### src/rtl/elevator_pkg.sv
// rtl/elevator_pkg.sv - shared types and constants for the elevator scheduler
package elevator_pkg;

    typedef enum logic [1:0] {
        IDLE = 2'd0,
        MOVE = 2'd1,
        DOOR = 2'd2
    } state_t;

    localparam int CNT_W = 8;

    // Floor index width: max(1, clog2(n))
    function automatic int floor_w(input int n);
        return (n <= 2) ? 1 : $clog2(n);
    endfunction

endpackage

### src/rtl/elevator_scheduler_tick_sync.sv
// rtl/elevator_scheduler_tick_sync.sv - div_clk synchronizer and rising-edge tick
module tick_sync (
    input  logic clkin,
    input  logic rst_n,
    input  logic div_clk,
    output logic tick
);

    logic s1_q, s1_d;
    logic s2_q, s2_d;
    logic dly_q, dly_d;

    // Two-flop synchronizer followed by one delay stage for edge detection
    always_comb begin
        s1_d  = div_clk;
        s2_d  = s1_q;
        dly_d = s2_q;
    end

    // Chain registers, cleared asynchronously
    always_ff @(posedge clkin or negedge rst_n) begin
        if (!rst_n) begin
            s1_q  <= 1'b0;
            s2_q  <= 1'b0;
            dly_q <= 1'b0;
        end else begin
            s1_q  <= s1_d;
            s2_q  <= s2_d;
            dly_q <= dly_d;
        end
    end

    assign tick = s2_q & ~dly_q;

endmodule

### src/rtl/elevator_scheduler.sv
// rtl/elevator_scheduler.sv - LOOK-policy elevator car controller
module elevator_scheduler
    import elevator_pkg::*;
#(
    parameter int FLOORS     = 4,
    parameter int MOVE_TICKS = 3,
    parameter int DOOR_TICKS = 5
) (
    input  logic                          clkin,
    input  logic                          rst_n,
    input  logic                          div_clk,
    input  logic [FLOORS-1:0]             req,
    output logic [floor_w(FLOORS)-1:0]    floor,
    output logic                          dir_up,
    output logic                          moving,
    output logic                          door_open,
    output logic [FLOORS-1:0]             pending
);

    localparam int FLOOR_W = floor_w(FLOORS);
    localparam logic [FLOOR_W-1:0] TOP_FLOOR = FLOOR_W'(FLOORS - 1);
    localparam logic [FLOOR_W-1:0] FLOOR_ONE = FLOOR_W'(1);
    localparam logic [CNT_W-1:0]   CNT_ONE   = CNT_W'(1);
    localparam logic [CNT_W-1:0]   MOVE_CNT  = CNT_W'(MOVE_TICKS);
    localparam logic [CNT_W-1:0]   DOOR_CNT  = CNT_W'(DOOR_TICKS);

    state_t               state_q, state_d;
    logic [CNT_W-1:0]     cnt_q, cnt_d;
    logic [FLOOR_W-1:0]   floor_q, floor_d;
    logic                 dir_up_q, dir_up_d;
    logic [FLOORS-1:0]    pending_q, pending_d;
    logic [FLOORS-1:0]    clr;
    logic [FLOOR_W-1:0]   next_floor;
    logic                 above, below;
    logic                 tick;

    tick_sync u_tick_sync (
        .clkin   (clkin),
        .rst_n   (rst_n),
        .div_clk (div_clk),
        .tick    (tick)
    );

    function automatic logic any_above(input logic [FLOORS-1:0] p, input logic [FLOOR_W-1:0] f);
        logic r;
        r = 1'b0;
        for (int i = 0; i < FLOORS; i++)
            if (i > int'(f)) r = r | p[i];
        return r;
    endfunction

    function automatic logic any_below(input logic [FLOORS-1:0] p, input logic [FLOOR_W-1:0] f);
        logic r;
        r = 1'b0;
        for (int i = 0; i < FLOORS; i++)
            if (i < int'(f)) r = r | p[i];
        return r;
    endfunction

    // Next-state: LOOK scheduling, travel/dwell counting and request latching
    always_comb begin
        state_d    = state_q;
        cnt_d      = cnt_q;
        floor_d    = floor_q;
        dir_up_d   = dir_up_q;
        clr        = '0;
        next_floor = floor_q;
        above      = any_above(pending_q, floor_q);
        below      = any_below(pending_q, floor_q);

        case (state_q)
            IDLE: begin
                if (pending_q[floor_q]) begin
                    state_d      = DOOR;
                    clr[floor_q] = 1'b1;
                    cnt_d        = DOOR_CNT;
                end else if ((dir_up_q && above) || (!dir_up_q && !below && above)) begin
                    dir_up_d = 1'b1;
                    state_d  = MOVE;
                    cnt_d    = MOVE_CNT;
                end else if (below) begin
                    dir_up_d = 1'b0;
                    state_d  = MOVE;
                    cnt_d    = MOVE_CNT;
                end
            end
            MOVE: begin
                if (tick) begin
                    if (cnt_q > CNT_ONE) begin
                        cnt_d = cnt_q - CNT_ONE;
                    end else if (dir_up_q ? (floor_q == TOP_FLOOR) : (floor_q == '0)) begin
                        // Would step off the shaft: hold position and re-decide
                        state_d = IDLE;
                        cnt_d   = '0;
                    end else begin
                        next_floor = dir_up_q ? (floor_q + FLOOR_ONE) : (floor_q - FLOOR_ONE);
                        floor_d    = next_floor;
                        if (pending_q[next_floor]) begin
                            state_d         = DOOR;
                            clr[next_floor] = 1'b1;
                            cnt_d           = DOOR_CNT;
                        end else if (dir_up_q ? any_above(pending_q, next_floor)
                                              : any_below(pending_q, next_floor)) begin
                            cnt_d = MOVE_CNT;
                        end else begin
                            state_d = IDLE;
                            cnt_d   = '0;
                        end
                    end
                end
            end
            DOOR: begin
                // Presses at the open floor are absorbed and extend the dwell
                clr[floor_q] = 1'b1;
                if (req[floor_q]) begin
                    cnt_d = DOOR_CNT;
                end else if (tick) begin
                    if (cnt_q > CNT_ONE) begin
                        cnt_d = cnt_q - CNT_ONE;
                    end else begin
                        state_d = IDLE;
                        cnt_d   = '0;
                    end
                end
            end
            default: begin
                state_d = IDLE;
                cnt_d   = '0;
            end
        endcase

        pending_d = (pending_q | req) & ~clr;
    end

    // State, counter, position and request registers
    always_ff @(posedge clkin or negedge rst_n) begin
        if (!rst_n) begin
            state_q   <= IDLE;
            cnt_q     <= '0;
            floor_q   <= '0;
            dir_up_q  <= 1'b1;
            pending_q <= '0;
        end else begin
            state_q   <= state_d;
            cnt_q     <= cnt_d;
            floor_q   <= floor_d;
            dir_up_q  <= dir_up_d;
            pending_q <= pending_d;
        end
    end

    assign floor     = floor_q;
    assign dir_up    = dir_up_q;
    assign moving    = (state_q == MOVE);
    assign door_open = (state_q == DOOR);
    assign pending   = pending_q;

endmodule

### config.mk
export PLATFORM = sky130hd
export DESIGN_NAME = elevator_scheduler
export DESIGN_NICKNAME = d
export VERILOG_FILES = /design/src/rtl/elevator_pkg.sv /design/src/rtl/elevator_scheduler_tick_sync.sv /design/src/rtl/elevator_scheduler.sv
export SDC_FILE = /design/constraint.sdc
export NUM_CORES = 1
export LEC_CHECK = 0
export BUFFER_PORTS_ARGS = -buffer_cell sky130_fd_sc_hd__buf_2
export CORE_MARGIN = 2
export CORE_UTILIZATION = 50
export CTS_CLUSTER_DIAMETER = 80
export CTS_CLUSTER_SIZE = 24
export DETAILED_ROUTE_END_ITERATION = 16
export GPL_TIMING_DRIVEN = 0
export PLACE_DENSITY = 0.73
export SYNTH_ARGS = -nofsm -noshare
export SYNTH_HDL_FRONTEND = slang
export SYNTH_SLANG_ARGS = --single-unit
### constraint.sdc
create_clock -name clkin -period 2.05 [get_ports clkin]
set_input_delay 0.615 -clock clkin [delete_from_list [all_inputs] [get_ports clkin]]
set_output_delay 0.615 -clock clkin [all_outputs]
set_load 0.01 [all_outputs]
==> metrics, run 1 <==
Die Y=57.06 um; # diodes=0; Final Hold Viols=0; worst-path cell chain=buf_4, ha_1, mux2i_1, nand2_2, or3_4, nor2_4, a221oi_1; H-tree depth=1; syn_area_per_cell=10.27 sq um; 1st-pass router iterations=4; starting density of the core=51.94%; cell area after synthesis=1408 sq um; Syn Nets=152; Post-synth EDFFs=0; clk_lat worst skew=0.31 ns; CP required=2.22 ns; post-synthesis cell type count=49; worst slew pin tran=0.5774 ns; RSZ-0062 raised after global routing=true; width of the die=57.06 um; CTS tree=built; worst hold margin=0.2229 ns; via/cell ratio=6.226; Synth Instances=137; CP max FO=5; Worst setup EP type=flip-flop; DRC=0; Routability Congestion=0.8937; multi-input logic area=1011 sq um; pins over their slew limit=0; post-layout util=70.59%; Setup violations, final=3; 1st-iter DRT viols=62; dpl ws=-0.2979 ns; Max Cap Viol=0; Post-DRT Antenna Nets=0; Slew HR=61.36%; largest net degree at the start of global routing=21; final net count=193; CTS clk-pin slew, worst paths=0.12 ns; f_max=479.4 MHz; Yosys warnings=0; Peak VDD IR=0.001224 V; aggregate global-route resource usage=21.89%; PortBufs=15; die area=3256 sq um; first-pass GRT wire length=5.388 mm; Inst Count DP=183; WL final=3.805 mm; Hold WC Path Type=in2async; final setup margin=-0.03607 ns; synthesis-to-finish area growth=35.91%; ys flop type=dfrtp_1; FP Rows=19; Finished Layout Cells=208; register area=504.2 sq um; run status=complete, but fails checks; sequential share of the synthesized area=35.64%; Final min period=2.086 ns; failing checks=negative setup slack; commonest cells in the synthesized netlist=19 x dfrtp_1, 19 x nor2_1, 10 x inv_1, 8 x a21oi_1, 8 x ha_1; Filler cells=191; DP Wirelength=2.301 mm; via count=1295; Critical Path Max Stage Delay=0.49 ns; Leak Pwr=0.8213 nW; leading post-synthesis cells by cell area=dfrtp_1 34%, ha_1 7.1%, nor2_1 5.1%; setup TNS=-0.06064 ns; startpoint type of the worst setup path=flip-flop; synthesized flop and latch total=20; initial antenna violation count=0; skew final=0.007843 ns; arrival time of the worst setup path=2.26 ns; Ports=16; crit path max-delay cell type=dfrtp_2; Yosys top cell area share=33.78%; # hold bufs at CTS=0; Wirelength per Cell=18.29 um; CTS Buf Count=3; layout cells sized above 1=45.20%; root buf cell=clkbuf_4; vias in the first global route=1131; clk buf depth=2; core area=2710 sq um; GRT overflow=0; Crit Path Class=reg2reg; crit share post-route=101.8%; Power Dens Cells=1561 nW/um^2; post-synthesis async set-or-reset flop share=100.0%; Synth area leader=dfrtp_1; Clock Sinks=20
[logic make-up (layout without fill, tap and decap cells)]
family          Yosys count  in the layout  share of synthesized area [%]
compound gates           34             34                          18.40
mux                       8              8                          8.711
simple gates             46             46                          20.53
fa+ha+maj                 8              8                          7.111
xor+xnor                  8              8                          5.512
buf+inv                  13             53                          4.089
flops                    20             20                          35.65
[per-layer routing]
layer | track usage (%) | vias up | share of wire [%]
met5 | 0 | - | 0
met4 | 8.970 | 0 | 1.8
met1 | 29.43 | 644 | 44
li1 | - | 586 | -
met3 | 5.442 | 7 | 5.9
met2 | 33.99 | 58 | 48
[power by group]
| part | leakage [nW] | internal [W] | switching [W] |
|---|---|---|---|
| Combinational | 0.554 | 0.000972 | 0.000961 |
| Sequential | 0.239 | 0.000513 | 0.000213 |
| Clock | 0.0279 | 0.000198 | 0.000130 |
| Total | 0.821 | 0.00168 | 0.00130 |
[path summary, 6_finish.rpt]
path	startpoint	to	slack [ns]	depth (start not counted)
min in group clkin	u_tick_sync.s1_q	u_tick_sync.dly_d	0.37	0
max reg2reg	floor[0]	pending[3]	-0.04	7
min reg2reg	u_tick_sync.s1_q	u_tick_sync.dly_d	0.37	0
min	rst_n	pending[2]	0.22	1
max	floor[0]	pending[3]	-0.04	7
max in group asynchronous	rst_n	floor[1]	1.48	1
[through the flow]
stage	instance area [sq um]	power (W)
6_report	1913	0.002986
3_3_place_gp	1559	0.002078
3_5_place_dp	1559	0.002118
4_1_cts	1727	0.002645
5_1_grt	1913	0.003159
2_1_floorplan	1445	0.001795
[worst max-delay path: cells and delay by family (launching register included)]
family | cells | cell delay [ns]
buffers and inverters | 1 | 0.18
flip-flops | 1 | 0.49
adder cells (fa/ha/maj) | 1 | 0.22
AND/OR/NAND/NOR | 3 | 0.69
multiplexers | 1 | 0.27
AO/OA/AOI/OAI | 1 | 0.09
[area by class of cell]
| cell class | instances | area share [%] |
|---|---|---|
| Multi-Input combinational cell | 104 | 52.85 |
| Clock inverter | 1 | 1.570 |
| Sequential cell | 20 | 26.36 |
| Timing Repair Buffer | 36 | 12.36 |
| Buffer | 2 | 0.8502 |
| Clock buffer | 3 | 1.177 |
| Tap cell | 31 | 2.027 |
| Inverter | 11 | 2.812 |
[flip-flops by register name, indices dropped and copies added (netlist names)]
signal / count
dir_up: 1
floor: 2
u_tick_sync.dly_d: 1
pending: 4
u_tick_sync.s1_q: 1
state_q: 2
cnt_q: 8
u_tick_sync.dly_q: 1
[what timing repair did]
action                     in CTS  in global routing
cloned                          0                  0
buffers inserted               12                  9
setup endpoints to repair      15                 14
hold endpoints to repair        0                  0
pin swaps                       6                 10
resized for setup               5                 23
[placed cells by master, fill, tap and decap left out, types with 2 or more instances in the layout]
cell      synthesis  final
a21oi_1           8      7
a221oi_2          0      2
a221oi_4          0      2
buf_2             0     15
buf_4             0     20
buf_6             1      2
clkbuf_4          0      3
dfrtp_1          19     17
dfrtp_2           0      2
ha_1              8      3
ha_2              0      2
ha_4              0      3
inv_1            10      8
mux2i_1           4      4
mux4_2            2      2
nand2_1           5      4
nand2b_1          3      3
nand3_1           2      2
nor2_1           19     18
nor2b_1           2      2
nor3_1            2      2
o21ai_0           4      4
o22ai_1           3      3
xnor2_1           3      3
xor2_1            4      4
No activity file was read; power rests on OpenSTA's default activity.
==> run 2: changes to the inputs <==
CTS_CLUSTER_DIAMETER = 50   (was 80)
SETUP_SLACK_MARGIN = 0.05   (was unset)
==> run 2 against run 1 <==
Net effect:
- the run still ends with negative setup slack left
- fmax fell by 0.61%
- die area did not move
- first-iteration DRC count rose by 31%
- sequential share of layout area fell by 0.85 points
- clock skew fell by 0.00073 ns
- critical endpoint is now pending[2]
- clock power rose by 3%
- sequential power rose by 1%
==> metrics, run 2 (synthesized netlist as in run 1, its figures left out) <==
run status=complete, but fails checks; failing checks=negative setup slack; starting density of the core=51.94%; CTS tree=built; 1st-iter DRT viols=81; worst r2r src=floor[0]; Leak Pwr=0.8285 nW; FF-to-FF End=pending[2]; WL final=4.263 mm; f_max=476.4 MHz; CP max FO=5; Worst setup EP type=flip-flop; Largest register FFs=8; DRC=0; post-layout util=73.31%; Critical Path Max Stage Delay=0.48 ns; FP Rows=19; layout cells sized above 1=53.89%; first-pass GRT wire length=6.320 mm; Combinational Power Share=66.6%; largest net degree at the start of global routing=21; NetSw=0.001417 W; CTS clk-pin slew, worst paths=0.13 ns; Peak VDD IR=0.001166 V; width of the die=57.06 um; power share of the clock group=10.5%; GRT overflow=0; register area=506.7 sq um; internal power=0.001797 W; r2r worst-path depth=8; reg2reg setup slack=-0.05 ns; H-tree depth=1; via/cell ratio=6.270; Wirelength per Cell=20.20 um; most common cell after layout, fill and taps aside=buf_4; aggregate global-route resource usage=25.32%; Reg with most FFs=cnt_q; startpoint type of the worst setup path=flip-flop; CTS Buf Count=3; commonest non-fill, non-tap cells in the layout=22 x buf_4, 16 x nor2_1, 15 x dfrtp_1, 15 x buf_2, 7 x a21oi_1; CP required=2.24 ns; delay-heaviest family, CP=simple AND/OR/NAND/NOR gates; die area=3256 sq um; Crit Path Class=reg2reg; # diodes=0; worst slew pin tran=0.5005 ns; DP Wirelength=2.379 mm; worst-path cell chain=clkinv_4, ha_4, xor2_4, mux4_2, inv_2, or3_4, nor2_4, a221oi_2; Routability Congestion=0.8955; initial antenna violation count=0; Slew HR=65.77%; via count=1323; Hold WC Path Type=in2async; pins over their slew limit=0; synthesis-to-finish area growth=41.16%; Setup violations, final=6; sequential share of power=22.9%; PortBufs=15; final net count=196; Filler cells=183; RSZ-0062 raised after global routing=true; Buf+Inv Stages, Crit Path=2; multi-input logic area=1056 sq um; core area=2710 sq um; Power Dens Cells=1617 nW/um^2; arrival time of the worst setup path=2.29 ns; sw frac=44.08%; skew final=0.007110 ns; crit path max-delay cell type=dfrtp_2; CP startpoint=floor[0]; clk_lat worst skew=0.32 ns; final setup margin=-0.04888 ns; Final min period=2.099 ns; Ports=16; Final Hold Viols=0; dpl ws=-0.2789 ns; Die Y=57.06 um; vias in the first global route=1307; crit share post-route=102.4%; 1st-pass router iterations=4; root buf cell=clkbuf_4; Max Cap Viol=0; Post-DRT Antenna Nets=0; Clock Sinks=20; clk buf depth=2
-- run 2: cell count changes in the layout (fill, tap and decap cells not counted), sizes merged --
cell	before	now
buf	37	40
clkinv	0	1
inv	11	10
-- run 2: what timing repair did --
action,4_1_cts,5_1_grt
gates cloned,0,0
pin swaps,9,17
setup endpoints to repair,15,15
hold buffers,0,0
buffers inserted,15,9
gates resized for setup,13,25
-- run 2: cell type report --
type                            count  area share (%)
Sequential cell                    20           25.50
Clock buffer                        3           1.133
Timing Repair Buffer               39           13.22
Buffer                              2          0.8186
Clock inverter                      1           1.511
Tap cell                           31           1.952
Multi-Input combinational cell    104           53.15
Inverter                           11           2.708
-- run 2: through the flow --
stage	area (sq um)	cells	setup TNS, ns	hold slack (ns)	power (W)
2_1_floorplan	1468	137	0	0.3194	0.001853
3_3_place_gp	1582	183	-1.916	0.3312	0.002133
3_5_place_dp	1582	183	-2.423	0.3491	0.002188
4_1_cts	1818	202	0	0.2378	0.002819
5_1_grt	1987	211	-0.9449	0.2458	0.003410
6_report	1987	211	-0.1979	0.2277	0.003214
-- run 2: worst max path at each step --
stage          depth (start not counted)         end  slack (ns)
2_1_floorplan                          9  pending[2]        0.02
3_3_place_gp                           7    cnt_q[4]       -0.23
3_5_place_dp                           8    cnt_q[4]       -0.28
4_1_cts                                7    cnt_q[4]       0.004
5_1_grt                                8  pending[1]       -0.13
6_report                               8  pending[2]       -0.05
-- run 2: worst register-to-register path, cell delays in order (launching register included) --
cell and delay [ns]:
dfrtp_2 0.48, clkinv_4 0.10, ha_4 0.31, xor2_4 0.17
mux4_2 0.27, inv_2 0.07, or3_4 0.36, nor2_4 0.15
a221oi_2 0.07
-- run 2: power groups by stage --
stage          Sequential (W)  Combinational (W)  Clock, W
6_report             0.000735            0.00214  0.000337
5_1_grt              0.000752            0.00230  0.000361
4_1_cts              0.000722            0.00175  0.000343
3_5_place_dp         0.000728            0.00146         0
3_3_place_gp         0.000722            0.00141         0
2_1_floorplan        0.000697            0.00116         0
-- run 2: routing by layer --
| metal | global-route usage (%) | up-vias | share of wire [%] |
|---|---|---|---|
| li1 | - | 591 | - |
| met1 | 33.24 | 666 | 40 |
| met2 | 39.90 | 49 | 52 |
| met3 | 4.308 | 17 | 5.1 |
| met4 | 13.95 | 0 | 2.9 |
| met5 | 0 | - | 0 |
==> run 3: changes to the inputs <==
CORE_UTILIZATION = 52   (was 50)
GPL_ROUTABILITY_DRIVEN = 1   (was unset)
PLACE_DENSITY = 0.75   (was 0.73)
==> run 3 against run 2 <==
Net effect:
- the flow still finishes with violations (negative setup slack)
- utilization up 4.7 points
- count of clock-buffer cells in the layout up 1
- fmax fell by 3.3%
- cell area decreased by 0.94%
- non-clock buffer count increased by 1
- die area fell by 3.6%
- critical path depth is the same
- wire length down 2.7%
- flip-flop and latch count unchanged
- critical path type unchanged
- largest power group unchanged
==> metrics, run 3 (synthesized netlist as in run 1, its figures left out) <==
Slew HR=68.23%; Design Area, Final=1968 sq um; arrival time of the worst setup path=2.36 ns; CTS clk-pin slew, worst paths=0.12 ns; largest net degree at the start of global routing=21; failing checks=negative setup slack; core area=2522 sq um; width of the die=56.03 um; most common cell after layout, fill and taps aside=buf_4; crit share post-route=105.8%; WL final=4.148 mm; RSZ-0062 raised after global routing=true; layout cells sized above 1=52.49%; Routability Congestion=0.8854; CTS Buf Count=3; 1st-pass router iterations=4; Setup violations, final=8; H-tree depth=1; Clock Sinks=20; die area=3139 sq um; Filler cells=147; first-pass GRT wire length=5.899 mm; Finished Layout Cells=211; # diodes=0; Final min period=2.170 ns; PortBufs=15; setup TNS=-0.4813 ns; Hold WC Path Type=in2async; root buf cell=clkbuf_4; skew final=0.008479 ns; clk_lat worst skew=0.31 ns; Reg with most FFs=cnt_q; via/cell ratio=6.218; placed inst area=1580 sq um; starting density of the core=55.80%; initial antenna violation count=0; Power Dens Cells=1573 nW/um^2; Largest register FFs=8; final net count=197; DP Wirelength=2.359 mm; # hold bufs at CTS=0; DRC=0; Worst setup EP type=flip-flop; final setup margin=-0.1198 ns; post-layout util=78.03%; synthesis-to-finish area growth=39.82%; Leak Pwr=0.8332 nW; CP required=2.24 ns; worst hold margin=0.2357 ns; Ports=16; Final Hold Viols=0; commonest non-fill, non-tap cells in the layout=24 x buf_4, 16 x nor2_1, 15 x dfrtp_1, 15 x buf_2, 6 x a21oi_1; Max Cap Viol=0; pins over their slew limit=0; Post-DRT Antenna Nets=0; clk buf depth=2; aggregate global-route resource usage=24.08%; Inst Count DP=182; startpoint type of the worst setup path=flip-flop; Wirelength per Cell=19.66 um; 1st-iter DRT viols=63; CP max FO=5; FP Rows=18; vias in the first global route=1209; via count=1312; worst slew pin tran=0.4766 ns; f_max=460.9 MHz; Peak VDD IR=0.001116 V; run status=complete, but fails checks; CTS tree=built; Crit Path Class=reg2reg; GRT overflow=0; Die Y=56.03 um
[run 3: critical path: stages (launching register included)]
cell and delay (ns):
dfrtp_2 0.43, buf_4 0.15, buf_4 0.14, ha_2 0.20, mux2i_1 0.30, nand2_2 0.17
or3_4 0.43, nor2_4 0.12, a221oi_1 0.10
[run 3: routing by layer]
layer / GRT usage [%] / vias up / routed length [um]
met5: 0 / - / 0
met4: 6.463 / 0 / 84
met3: 2.791 / 11 / 277
met2: 38.15 / 65 / 2031
met1: 34.80 / 642 / 1755
li1: - / 594 / -
[run 3: path summary, 6_finish.rpt]
kind | from | to | slack [ns] | cells past startpoint
setup / recovery | floor[1] | pending[3] | -0.12 | 8
hold / removal | rst_n | pending[3] | 0.24 | 1
setup reg to reg | floor[1] | pending[3] | -0.12 | 8
hold reg to reg | u_tick_sync.s1_q | u_tick_sync.dly_d | 0.36 | 0
max in group asynchronous | rst_n | state_q[0] | 1.46 | 1
min in group clkin | u_tick_sync.s1_q | u_tick_sync.dly_d | 0.36 | 0
[run 3: layout make-up]
| class | instances | area, sq um | area share [%] |
|---|---|---|---|
| Buffer | 2 | 16.27 | 0.8264 |
| Multi-Input combinational cell | 104 | 1047 | 53.21 |
| Sequential cell | 20 | 506.7 | 25.75 |
| Inverter | 11 | 53.80 | 2.734 |
| Timing Repair Buffer | 40 | 270.3 | 13.73 |
| Clock buffer | 4 | 36.28 | 1.844 |
| Tap cell | 30 | 37.54 | 1.907 |
[run 3: per-stage QoR]
step,worst slack [ns],power (W)
global placement,-0.2396,0.002132
global route,-0.1683,0.003290
floorplan,0.02062,0.001853
detailed placement,-0.2904,0.002178
CTS,0.03397,0.002712
finish,-0.1198,0.003096
[run 3: repair_timing]
action | in CTS | in global routing
resized for setup | 14 | 20
setup endpoints to repair | 15 | 14
setup buffers | 15 | 10
cloned | 0 | 0
pin swaps | 8 | 15
[run 3: where the power goes]
group,internal (W),leakage [nW],switching [W]
combinational,0.00107,0.576,0.00105
sequential,0.000517,0.237,0.000214
clock,0.000109,0.0210,0.000134
